==> src/rtl/uart_pkg.sv <==
// Shared types and defaults for the serial receive path.
package uart_pkg;

    typedef enum logic [2:0] {
        IDLE,
        START,
        DATA,
        STOP,
        BRK
    } rx_state_e;

    localparam int UART_DEF_CLKS_PER_BIT = 16;
    localparam int UART_DEF_DATA_BITS    = 8;

endpackage

==> src/rtl/uart_sync2.sv <==
// Two-flop synchronizer for a single asynchronous level; reset value selectable
// so an idle-high line does not look like a start bit coming out of reset.
module uart_sync2 #(
    parameter logic RST_VAL = 1'b1
) (
    input  logic theclk,
    input  logic theresetn,
    input  logic d_i,
    output logic q_o
);

    logic meta_q;
    logic sync_q;

    always_ff @(posedge theclk or negedge theresetn) begin
        if (!theresetn) begin
            meta_q <= RST_VAL;
            sync_q <= RST_VAL;
        end else begin
            meta_q <= d_i;
            sync_q <= meta_q;
        end
    end

    assign q_o = sync_q;

endmodule

==> src/rtl/uart_rx_deserializer.sv <==
// 8N1-style serial receiver: mid-bit sampling from a half-bit-aligned down-counter,
// with registered byte/valid, framing-error and line-break pulses.
module uart_rx_deserializer
    import uart_pkg::*;
#(
    parameter int CLKS_PER_BIT = UART_DEF_CLKS_PER_BIT,
    parameter int DATA_BITS    = UART_DEF_DATA_BITS
) (
    input  logic                 theclk,
    input  logic                 theresetn,
    input  logic                 rx_i,
    output logic [DATA_BITS-1:0] rx_data_o,
    output logic                 rx_valid_o,
    output logic                 frame_err_o,
    output logic                 break_o,
    output logic                 busy_o
);

    localparam int HALF = CLKS_PER_BIT / 2;
    localparam int CW   = $clog2(CLKS_PER_BIT);
    localparam int BW   = (DATA_BITS > 1) ? $clog2(DATA_BITS) : 1;

    localparam logic [CW-1:0] CNT_HALF = CW'(HALF - 1);
    localparam logic [CW-1:0] CNT_FULL = CW'(CLKS_PER_BIT - 1);
    localparam logic [BW-1:0] LAST_BIT = BW'(DATA_BITS - 1);

    if (((CLKS_PER_BIT % 2) != 0) || (CLKS_PER_BIT < 4)) begin : g_bad_cpb
        $error("uart_rx_deserializer: CLKS_PER_BIT must be even and >= 4");
    end

    rx_state_e            state_q, state_d;
    logic [CW-1:0]        cnt_q, cnt_d;
    logic [BW-1:0]        bit_q, bit_d;
    logic [DATA_BITS-1:0] shift_q, shift_d;
    logic [DATA_BITS-1:0] data_q, data_d;
    logic                 valid_q, valid_d;
    logic                 ferr_q, ferr_d;
    logic                 brk_q, brk_d;
    logic                 busy_q;
    logic                 rx_s;
    logic                 tick;

    uart_sync2 #(.RST_VAL(1'b1)) u_sync (
        .theclk    (theclk),
        .theresetn (theresetn),
        .d_i       (rx_i),
        .q_o       (rx_s)
    );

    assign tick = (cnt_q == '0);

    always_ff @(posedge theclk or negedge theresetn) begin
        if (!theresetn) begin
            state_q <= IDLE;
        end else begin
            state_q <= state_d;
        end
    end

    always_comb begin
        state_d = state_q;
        case (state_q)
            IDLE:    if (!rx_s) state_d = START;
            START:   if (tick) state_d = rx_s ? IDLE : DATA;
            DATA:    if (tick && (bit_q == LAST_BIT)) state_d = STOP;
            STOP: begin
                if (tick) begin
                    // An all-zero frame with a low stop bit means the line is held low.
                    state_d = (!rx_s && (shift_q == '0)) ? BRK : IDLE;
                end
            end
            BRK:     if (rx_s) state_d = IDLE;
            default: state_d = IDLE;
        endcase
    end

    always_comb begin
        cnt_d   = cnt_q;
        bit_d   = bit_q;
        shift_d = shift_q;
        data_d  = data_q;
        valid_d = 1'b0;
        ferr_d  = 1'b0;
        brk_d   = 1'b0;
        case (state_q)
            IDLE: begin
                if (!rx_s) cnt_d = CNT_HALF;
            end
            START: begin
                if (tick) begin
                    cnt_d = CNT_FULL;
                    bit_d = '0;
                end else begin
                    cnt_d = cnt_q - 1'b1;
                end
            end
            DATA: begin
                if (tick) begin
                    cnt_d                = CNT_FULL;
                    shift_d              = shift_q >> 1;
                    shift_d[DATA_BITS-1] = rx_s;
                    bit_d                = bit_q + 1'b1;
                end else begin
                    cnt_d = cnt_q - 1'b1;
                end
            end
            STOP: begin
                if (tick) begin
                    if (rx_s) begin
                        data_d  = shift_q;
                        valid_d = 1'b1;
                    end else begin
                        ferr_d = 1'b1;
                        brk_d  = (shift_q == '0);
                    end
                end else begin
                    cnt_d = cnt_q - 1'b1;
                end
            end
            default: ;
        endcase
    end

    always_ff @(posedge theclk or negedge theresetn) begin
        if (!theresetn) begin
            cnt_q   <= '0;
            bit_q   <= '0;
            shift_q <= '0;
            data_q  <= '0;
            valid_q <= 1'b0;
            ferr_q  <= 1'b0;
            brk_q   <= 1'b0;
            busy_q  <= 1'b0;
        end else begin
            cnt_q   <= cnt_d;
            bit_q   <= bit_d;
            shift_q <= shift_d;
            data_q  <= data_d;
            valid_q <= valid_d;
            ferr_q  <= ferr_d;
            brk_q   <= brk_d;
            busy_q  <= (state_q != IDLE);
        end
    end

    assign rx_data_o   = data_q;
    assign rx_valid_o  = valid_q;
    assign frame_err_o = ferr_q;
    assign break_o     = brk_q;
    assign busy_o      = busy_q;

endmodule

==> config.mk <==
export PLATFORM = sky130hd
export DESIGN_NAME = uart_rx_deserializer
export DESIGN_NICKNAME = d
export VERILOG_FILES = /design/src/rtl/uart_pkg.sv /design/src/rtl/uart_sync2.sv /design/src/rtl/uart_rx_deserializer.sv
export SDC_FILE = /design/constraint.sdc
export NUM_CORES = 1
export LEC_CHECK = 0
export BUFFER_PORTS_ARGS = -buffer_cell sky130_fd_sc_hd__buf_4
export CAP_MARGIN = 20
export CORE_UTILIZATION = 50
export CTS_CLUSTER_DIAMETER = 120
export DETAILED_ROUTE_END_ITERATION = 16
export GPL_TIMING_DRIVEN = 0
export PLACE_DENSITY = 0.7
export SYNTH_ARGS = -nofsm -noshare
export SYNTH_HDL_FRONTEND = slang
export SYNTH_SLANG_ARGS = --single-unit
export TNS_END_PERCENT = 30
==> constraint.sdc <==
create_clock -name theclk -period 2.1 [get_ports theclk]
set_input_delay 0 -clock theclk [delete_from_list [all_inputs] [get_ports theclk]]
set_output_delay 0 -clock theclk [all_outputs]
set_load 0.005 [all_outputs]
==> out/results.ini <==
[status]
status = finished clean

[place]
place_area_mm2 = 0.00154
hpwl_um = 1560
gp_congestion = 0.754
io_buffers = 14

[clocking]
cts_resized = 0
h-tree-depth = 2
numCtsBuffers = 5
clock_latency_ps = 330
clk_path_buf_depth = 2
path_clk_slew_ps = 100
cts.sinks = 32
clockRootBuffer = clkbuf_4
cts_tree = built

[global_route]
grt_use_total_pct = 19.1
antenna_found_initial = 0
grt_pass1_wl_um = 3870
overflow = 0
grt_pass1_vias = 892
grt_max_degree = 33

[setup_path]
cpLargestDelayFamily = simple AND/OR/NAND/NOR gates
path_max_fanout = 9
critPathBufInv = 2
endpoint_kind = flip-flop
arrival_ps = 2030
startpoint_type = flip-flop
max_stage_delay_ps = 400
cp_cell_sequence = inv_1 > ha_1 > nor4b_4 > buf_4 > nand3_2 > mux2_2
cp_slowest_cell = dfrtp_1
path_class = flip-flop to flip-flop
required_ps = 2310

[die]
start_util_pct = 54.5
dieWidth_um = 54.9
pin_count = 15
chipHeight_um = 54.9
die_area_mm2 = 0.00302
fp-row-count = 18
coreArea_mm2 = 0.00257

[sta]
slew_headroom_pct = 63.5
fin_tns_setup_ps = 0
finalClockSkew_ps = 12.5
fmax_ghz = 0.552
tightestPinTransition_ps = 540
maxSlewViolCount = 0
rsz0062_at_grt = no
setup_viol_count_final = 0
layout_min_cycle_time_ps = 1810
hold_viol = 0
fin_crit_sh_pct = 86.3

[detailed_routing]
vias_per_cell = 5.59
drc = 0
num_vias = 922
dr.pass1.iters = 4
postRouteAntennaNets = 0
wl_per_cell_um = 13.9
drtIter0Drc = 10
wl_um = 2290

[layout]
multi_input_area_um2 = 563
n_fill_cell = 222
fin_nets = 140
final-seq-area_um2 = 803
syn_to_final_growth_pct = 18.1
drive_gt1_share_pct = 35.6
antenna_cells = 0
fin_area_mm2 = 0.00165

[yosys]
yosys_warnings = 0
ys_top_cells_by_count = 30 x dfrtp_1, 16 x mux2_2, 8 x nor2_1
synthTopCellsByArea = dfrtp_1 54%, mux2_2 13%, dfstp_2 3.8%
yosysMostFrequentCell = dfrtp_1
post-synth-top-area-fraction_pct = 53.6
yosys.area.top_type = dfrtp_1
ys_seq_elements = 32
async_flop_share_pct = 100
synthCells = 108
synth_area_mm2 = 0.00140
netlist-cell-type-count = 33
synth_edf_count = 0
synth_ff_type = dfrtp_1
yosysSeqAreaShare_pct = 57.4
synth.avg_cell_area_um2 = 13.0
syn-num-nets = 114

[power_and_ir_drop]
power_density_mw_per_mm2 = 1070
power_leakage_nw = 0.825
peakVddDrop_uv = 721

[worst_hold_path]
hold_path_class = input port to asynchronous set/reset pin

[run]
maxCapViolCount = 0

registers in the layout, summed over array words and instances, names as in the netlist:
name           count
bit_q              3
break_o            1
busy_o             1
cnt_q              4
frame_err_o        1
rx_data_o          8
rx_valid_o         1
shift_q            8
state_q            3
u_sync.meta_q      1
u_sync.q_o         1
area by class of cell:
class | instances | share of cell area, %
Sequential cell | 32 | 48.6
Buffer | 3 | 1.13
Timing Repair Buffer | 19 | 8.93
Clock buffer | 8 | 4.16
Multi-Input combinational cell | 69 | 34.0
Tap cell | 30 | 2.27
Inverter | 4 | 0.908
worst reg2reg max path, cell delays in order (launching register included):
cell	delay, ps
dfrtp_1	400
inv_1	80
ha_1	240
nor4b_4	220
buf_4	190
nand3_2	230
mux2_2	350
repair_timing:
item,4_1_cts,5_1_grt
buffers inserted,3,0
endpoints found under the setup margin,5,0
hold endpoints to repair,33,0
hold buffers,2,0
path summary, 6_finish.rpt:
path                               start       endpoint  slack (ps)  cells after the start
max in group asynchronous      theresetn  u_sync.meta_q        1640                      2
hold reg to reg            u_sync.meta_q     u_sync.q_o         360                      0
min in group theclk                 rx_i  u_sync.meta_q         330                      2
setup reg to reg                cnt_q[1]   rx_data_o[2]         290                      6
hold / removal                 theresetn     state_q[2]         130                      2
setup / recovery                cnt_q[1]   rx_data_o[2]         290                      6
metrics by stage:
| stage | hold slack, ps | instances | utilization [%] | total power, W | setup slack [ps] |
|---|---|---|---|---|---|
| after floorplan | -296 | 108 | - | 0.00123 | 348 |
| after global routing | 175 | 165 | 64.4 | 0.00190 | 149 |
| final | 129 | 165 | 64.4 | 0.00177 | 287 |
| after detailed placement | -45.4 | 152 | 60.1 | 0.00136 | -7.34 |
| after global placement | -49.2 | 152 | 60.1 | 0.00134 | 55.4 |
| after CTS | 131 | 165 | 64.4 | 0.00178 | 259 |
cells by family (layout without fill, tap and decap cells):
group | Yosys count | in the layout | synth area share, %
muxes | 17 | 17 | 13.6
buffers and inverters | 7 | 34 | 2.41
adders and majority gates | 3 | 3 | 2.68
AOI/OAI and AO/OA | 20 | 20 | 10.5
DFF | 32 | 32 | 57.4
and+or+nand+nor | 29 | 29 | 13.4
metal layers:
layer	global-route usage, %	up-vias	part of all wire [%]	wire length (µm)
met1	22.4	456	46	1040
met2	30.7	16	48	1100
li1	-	445	-	-
met3	7.38	5	4.3	98
met4	8.75	0	1.9	44
met5	0	-	0	0
layout by cell type, fill, tap and decap left out, types with 2 or more instances in the layout:
cell | netlist | layout
dfrtp_1 | 30 | 30
buf_4 | 0 | 17
mux2_2 | 16 | 16
nor2_1 | 8 | 8
o21ai_0 | 5 | 5
a22o_1 | 5 | 5
clkbuf_4 | 0 | 5
inv_1 | 4 | 4
nand2_1 | 4 | 4
clkbuf_1 | 2 | 3
ha_1 | 3 | 3
nor4_1 | 2 | 2
nor3_1 | 2 | 2
o21bai_1 | 2 | 2
a211o_1 | 2 | 2
nor3b_1 | 2 | 2
nor2b_1 | 2 | 2
clkbuf_8 | 0 | 2
dlygate4sd3_1 | 0 | 2
dfstp_2 | 2 | 2
report_power, final:
part	internal (W)	leakage [nW]	total, W	switching, W
combinational	0.000278	0.377	0.000530	0.000251
clock	0.000197	0.0386	0.000398	0.000201
sequential	0.000720	0.410	0.000837	0.000117
total	0.00120	0.825	0.00177	0.000570
No activity file was read; power rests on OpenSTA's default activity.
